<file path="config.mk">
export PLATFORM = sky130hd
export DESIGN_NAME = uart_tx_arbiter
export DESIGN_NICKNAME = d
export VERILOG_FILES = /design/src/rtl/uart_tx_arbiter.sv
export SDC_FILE = /design/constraint.sdc
export NUM_CORES = 1
export LEC_CHECK = 0
export ABC_CLOCK_PERIOD_IN_PS = 2200
export BUFFER_PORTS_ARGS = -buffer_cell sky130_fd_sc_hd__buf_2
export CAP_MARGIN = 40
export CELL_PAD_IN_SITES_DETAIL_PLACEMENT = 1
export CELL_PAD_IN_SITES_GLOBAL_PLACEMENT = 1
export CORE_MARGIN = 1
export CORE_UTILIZATION = 36
export DETAILED_ROUTE_END_ITERATION = 6
export GPL_TIMING_DRIVEN = 0
export HOLD_SLACK_MARGIN = 0.08
export PLACE_DENSITY_LB_ADDON = 0.3
export SLEW_MARGIN = 10
export SYNTH_ARGS = -nofsm -noshare
export SYNTH_HDL_FRONTEND = slang
export SYNTH_SLANG_ARGS = --single-unit
</file>
<file path="constraint.sdc">
create_clock -name clk -period 2.2 [get_ports clk]
set_clock_uncertainty 0.15 [all_clocks]
set_input_delay 0.55 -clock clk [delete_from_list [all_inputs] [get_ports clk]]
set_output_delay 0.55 -clock clk [all_outputs]
set_load 0.02 [all_outputs]
</file>
<file path="src/rtl/uart_tx_arbiter.sv">
// uart_tx_arbiter: shares one debug UART transmitter among NREQ byte-stream
// requesters. The UART is granted round-robin, one whole packet at a time, and
// a watchdog frees the transmitter when the owner stalls mid-packet.
module uart_tx_arbiter #(
  parameter int NREQ    = 4,
  parameter int TIMEOUT = 65535
) (
  input  logic              clk,
  input  logic              reset,
  input  logic [NREQ-1:0]   req_valid,
  input  logic [8*NREQ-1:0] req_data,
  input  logic [NREQ-1:0]   req_last,
  output logic [NREQ-1:0]   req_ready,
  output logic [NREQ-1:0]   grant,
  output logic [7:0]        uart_din,
  output logic              uart_wr_en,
  input  logic              uart_busy,
  output logic              timeout_pulse
);

  localparam int IDXW = $clog2(NREQ);
  localparam int WDW  = $clog2(TIMEOUT);
  localparam logic [WDW-1:0]  WD_LIMIT = WDW'(TIMEOUT - 1);
  localparam logic [IDXW-1:0] LAST_IDX = IDXW'(NREQ - 1);

  typedef enum logic [1:0] {
    ARB     = 2'd0,
    WAIT_TX = 2'd1,
    STROBE  = 2'd2,
    DRAIN   = 2'd3
  } state_t;

  // First valid requester at or after ptr, wrapping modulo NREQ.
  // Returns ptr itself when nothing is valid; callers qualify with |valid.
  function automatic logic [IDXW-1:0] rr_pick(input logic [NREQ-1:0] valid,
                                              input logic [IDXW-1:0] ptr);
    logic [IDXW-1:0] pick;
    logic            found;
    int              idx;
    pick  = ptr;
    found = 1'b0;
    for (int k = 0; k < NREQ; k++) begin
      idx = (int'(ptr) + k) % NREQ;
      if (!found && valid[idx[IDXW-1:0]]) begin
        pick  = idx[IDXW-1:0];
        found = 1'b1;
      end else begin
        found = found;
      end
    end
    return pick;
  endfunction

  // One-hot encoding of a requester index.
  function automatic logic [NREQ-1:0] onehot(input logic [IDXW-1:0] idx);
    logic [NREQ-1:0] oh;
    oh      = {NREQ{1'b0}};
    oh[idx] = 1'b1;
    return oh;
  endfunction

  // Rotating-priority pointer value after owner finishes (modulo NREQ).
  function automatic logic [IDXW-1:0] next_ptr(input logic [IDXW-1:0] owner);
    logic [IDXW-1:0] nxt;
    if (owner == LAST_IDX) begin
      nxt = {IDXW{1'b0}};
    end else begin
      nxt = owner + 1'b1;
    end
    return nxt;
  endfunction

  // State and datapath registers
  state_t          state_r;
  logic [NREQ-1:0] grant_r;
  logic [IDXW-1:0] owner_r;
  logic [IDXW-1:0] rr_ptr_r;
  logic [WDW-1:0]  wd_r;
  logic            last_q_r;
  logic [7:0]      din_r;
  logic            wr_en_r;
  logic            timeout_r;

  // Next-state values
  state_t          state_s;
  logic [NREQ-1:0] grant_s;
  logic [IDXW-1:0] owner_s;
  logic [IDXW-1:0] rr_ptr_s;
  logic [WDW-1:0]  wd_s;
  logic            last_q_s;
  logic [7:0]      din_s;
  logic            wr_en_s;
  logic            timeout_s;

  // Helpers
  logic [IDXW-1:0] pick_s;
  logic            any_valid_s;
  logic            handshake_s;
  logic [7:0]      owner_data_s;

  // Only the owner may be ready, and only while the transmitter is idle, so a
  // post-reset byte naturally waits out a transmitter that was never reset.
  assign req_ready    = ((state_r == WAIT_TX) && !uart_busy) ? grant_r : {NREQ{1'b0}};
  assign pick_s       = rr_pick(req_valid, rr_ptr_r);
  assign any_valid_s  = |req_valid;
  assign handshake_s  = req_valid[owner_r] & req_ready[owner_r];
  assign owner_data_s = req_data[{owner_r, 3'b000} +: 8];

  // Next-state and registered-output logic for the arbitration FSM.
  always_comb begin
    state_s   = state_r;
    grant_s   = grant_r;
    owner_s   = owner_r;
    rr_ptr_s  = rr_ptr_r;
    wd_s      = wd_r;
    last_q_s  = last_q_r;
    din_s     = din_r;
    wr_en_s   = 1'b0;
    timeout_s = 1'b0;

    case (state_r)
      ARB: begin
        // req_last is deliberately ignored here; only valid starts a packet.
        if (any_valid_s) begin
          owner_s = pick_s;
          grant_s = onehot(pick_s);
          wd_s    = {WDW{1'b0}};
          state_s = WAIT_TX;
        end else begin
          grant_s = {NREQ{1'b0}};
          state_s = ARB;
        end
      end

      WAIT_TX: begin
        // An accepted byte takes priority over a watchdog expiry in the same cycle.
        if (handshake_s) begin
          din_s    = owner_data_s;
          wr_en_s  = 1'b1;
          last_q_s = req_last[owner_r];
          state_s  = STROBE;
        end else if (wd_r == WD_LIMIT) begin
          timeout_s = 1'b1;
          grant_s   = {NREQ{1'b0}};
          rr_ptr_s  = next_ptr(owner_r);
          state_s   = ARB;
        end else begin
          wd_s    = wd_r + 1'b1;
          state_s = WAIT_TX;
        end
      end

      STROBE: begin
        // The transmitter samples wr_en/din during this cycle; busy follows.
        state_s = DRAIN;
      end

      DRAIN: begin
        if (!uart_busy) begin
          if (last_q_r) begin
            grant_s  = {NREQ{1'b0}};
            rr_ptr_s = next_ptr(owner_r);
            state_s  = ARB;
          end else begin
            wd_s    = {WDW{1'b0}};
            state_s = WAIT_TX;
          end
        end else begin
          state_s = DRAIN;
        end
      end

      default: begin
        grant_s = {NREQ{1'b0}};
        state_s = ARB;
      end
    endcase
  end

  // Register all state and outputs; reset is asynchronous.
  always_ff @(posedge clk or posedge reset) begin
    if (reset) begin
      state_r   <= ARB;
      grant_r   <= {NREQ{1'b0}};
      owner_r   <= {IDXW{1'b0}};
      rr_ptr_r  <= {IDXW{1'b0}};
      wd_r      <= {WDW{1'b0}};
      last_q_r  <= 1'b0;
      din_r     <= 8'h00;
      wr_en_r   <= 1'b0;
      timeout_r <= 1'b0;
    end else begin
      state_r   <= state_s;
      grant_r   <= grant_s;
      owner_r   <= owner_s;
      rr_ptr_r  <= rr_ptr_s;
      wd_r      <= wd_s;
      last_q_r  <= last_q_s;
      din_r     <= din_s;
      wr_en_r   <= wr_en_s;
      timeout_r <= timeout_s;
    end
  end

  assign grant         = grant_r;
  assign uart_din      = din_r;
  assign uart_wr_en    = wr_en_r;
  assign timeout_pulse = timeout_r;

endmodule

</file>
==> impl_metrics.toml <==
[global_route]
grt_pass1_vias = 1978
grt_pass1_wl_mm = 9.44
track_usage = 0.196
grt.overflow.total = 0
antenna_found_initial = 0
grt_max_degree = 38

[floorplan]
initial_utilization = 0.373
dieArea_mm2 = 0.00646
io_pins = 61
core_mm2 = 0.00592
fp.dieH_um = 80.4
die-width_um = 80.4
num_rows = 28

[drt]
drtIter0Drc = 96
drc = 0
drt-total-wl_mm = 5.96
drt_pass1_iterations = 4
num_vias = 1977
highest-signal-layer = "met4"
wl_per_cell_um = 16.6
met2_length_mm = 2.92
antenna_left = 0
wl_met1_mm = 2.63
wl_met3_um = 298
viasPerCell = 5.52

[sta]
relSlewSlack = 0.478
fin_crit_sh = 0.987
rsz0062_at_grt = "true"
fin_crit_ps = 2170
final-setup-viol-count = 0
drv_slew = 0
finalHoldViolations = 0
tightest_slew_ps = 782
fmax_mhz = 460
fin_setup_tns_ps = 0

[critical_path]
crit_family = "simple AND/OR/NAND/NOR gates"
arrival_ps = 2200
cpPeakStageDelay_ps = 590
cp_slowest_cell = "or4_4"
worstSetupStartpointType = "flop"
worstPathCellList = "nand4_1, or4_4, or2_4, nand4b_4, mux2_2"
crit_required_ps = 2230
cp_max_fo = 5
end_kind = "flop"
cp_num_buf_inv = 0
worst-path-stages = 5
regToRegSetupSlack_ps = 30
criticalPathCategory = "flop to flop"
reg2reg_depth = 5

[clock_tree]
cts_tree = "yes"
cts_hold_buf = 0
clk_latency_ps = 290
clk_path_buf_depth = 2
root_buffer = "clkbuf_8"
cts_buffers = 5
clock-sinks = 37
path_clk_slew_ps = 80
h-tree-depth = 2

[placement]
dp.cells = 338
placed_area_mm2 = 0.00261
place_congestion = 0.796
dp_hpwl_mm = 4.24
io_buffers = 60

[min_path]
min_path_type = "input port to asynchronous set/reset pin"

[synth]
syn_inst = 203
synth-seq-cells = 37
ys_types = 41
syn-cell-area_mm2 = 0.00221
ys_seq_area_frac = 0.419
syn_nets = 249
syn_area_per_cell_um2 = 10.9
yosysWarnings = 0

[job]
maxCapViolations = 0

[finish]
finalNonFillerCells = 358
nets = 328
final_area_mm2 = 0.00286
area_growth_syn_to_layout_pct = 29.3
diodes = 0
drive_gt1_frac = 0.442

[power]
p_leak_uw = 0.00141
ir_worst_vdd_mv = 0.231
powerDensity_mw_per_mm2 = 433

[outcome]
run_status = "complete, no violations"
[metal layers]
| layer | track usage | vias to the layer above |
|---|---|---|
| met5 | 0 | - |
| met4 | 0.0643 | 0 |
| met3 | 0.0455 | 9 |
| met2 | 0.329 | 64 |
| met1 | 0.246 | 966 |
| li1 | - | 938 |
[report_power, final]
part	internal (uW)	switching, uW
registers	679	0
logic	43.1	38.2
clock network	220	255
[cells by family after synthesis]
family          Yosys count  share of synthesized area
mux                      22                      0.158
simple gates             85                      0.222
buf+inv                  14                     0.0351
fa+ha+maj                 3                     0.0170
compound gates           42                      0.149
flops                    37                      0.419
[cells in the mapped netlist]
master | n | area share
nor2_2 | 1 | 0.0028
nor3b_1 | 3 | 0.010
a21o_1 | 2 | 0.0068
or4_4 | 1 | 0.0051
mux4_2 | 9 | 0.092
nand3b_4 | 1 | 0.0091
o21ai_0 | 9 | 0.020
nor4_1 | 4 | 0.011
and2_1 | 5 | 0.014
nand2_1 | 16 | 0.027
nand2b_1 | 2 | 0.0057
a21oi_1 | 2 | 0.0045
nand3_1 | 9 | 0.020
o22a_1 | 10 | 0.040
dfrtp_1 | 37 | 0.42
a211o_1 | 4 | 0.016
and4_1 | 3 | 0.012
nor3_2 | 1 | 0.0045
buf_8 | 1 | 0.0068
and3_1 | 7 | 0.020
ha_1 | 3 | 0.017
nand4b_4 | 1 | 0.011
nand4_1 | 4 | 0.011
clkbuf_1 | 2 | 0.0034
a31oi_1 | 1 | 0.0028
inv_1 | 6 | 0.010
buf_4 | 3 | 0.010
a21bo_2 | 3 | 0.014
o211ai_1 | 2 | 0.0068
a32o_1 | 2 | 0.0091
o211a_1 | 1 | 0.0045
a221o_1 | 3 | 0.014
or2_4 | 1 | 0.0040
mux2_2 | 13 | 0.066
a22o_1 | 2 | 0.0079
o21a_1 | 1 | 0.0034
buf_2 | 2 | 0.0045
nor3_1 | 7 | 0.016
nor2_1 | 14 | 0.024
nor2b_1 | 4 | 0.011
or4_1 | 1 | 0.0034
[repair_timing]
action,4_1_cts,5_1_grt
cloned,0,1
pin swaps,2,2
gates resized for setup,8,7
setup endpoints to repair,33,25
setup buffers,4,7
endpoints found under the hold margin,0,0
[final timing paths]
check                                        startpoint                      end
worst max register to register      wd_r[2]$_DFFE_PP0P_      wd_r[1]$_DFFE_PP0P_
worst max-delay path                wd_r[2]$_DFFE_PP0P_      wd_r[1]$_DFFE_PP0P_
worst min-delay path                              reset      wd_r[4]$_DFFE_PP0P_
min in group clk                uart_din[1]$_DFFE_PP0P_  uart_din[1]$_DFFE_PP0P_
max in group asynchronous                         reset      wd_r[9]$_DFFE_PP0P_
worst min register to register  uart_din[1]$_DFFE_PP0P_  uart_din[1]$_DFFE_PP0P_
[cell usage in the layout (no fill, tap or decap), types with 3 or more instances in the layout]
cell type  synthesis  routed
a21bo_2            3       3
nor4_1             4       4
and4_1             3       3
nor2_1            14      13
a211o_1            4       4
o21ai_0            9       9
inv_1              6       4
and3_1             7       7
mux2_2            13      13
o22a_1            10      10
nand2_1           16      15
mux4_2             9       9
nor2b_1            4       4
a221o_1            3       3
and2_1             5       5
buf_2              2      60
dfrtp_1           37      35
nor3_1             7       7
clkbuf_8           0       5
nor3b_1            3       3
nand3_1            9       9
buf_4              3      14
nand4_1            4       4
[area by class of cell]
| type | count | area, um2 |
|---|---|---|
| sequential | 37 | 928 |
| clock inverter | 2 | 10.0 |
| clock buffer | 6 | 72.6 |
| inverter | 6 | 22.5 |
| buffer | 8 | 63.8 |
| timing repair buffer | 72 | 423 |
| tap | 75 | 93.8 |
| multi-input combinational | 152 | 1240 |
| fill | 691 | 3060 |
[per-stage QoR]
stage	setup slack [ps]	utilization	hold WS (ps)	power, uW
finish	28.0	0.483	249	1240
global route	-63.0	0.483	315	1290
CTS	13.0	0.465	271	1250
detailed placement	-224	0.440	347	775
global placement	-194	0.440	336	773
floorplan	19.1	-	344	726
[state kept, by name, summed over array words and instances, names as in the netlist]
register	cells
grant	4
last_q_r	1
owner_r	2
rr_ptr_r	2
state_r	2
timeout_pulse	1
uart_din	8
uart_wr_en	1
wd_r	16
Note: power is estimated with default switching activity, not from simulation.
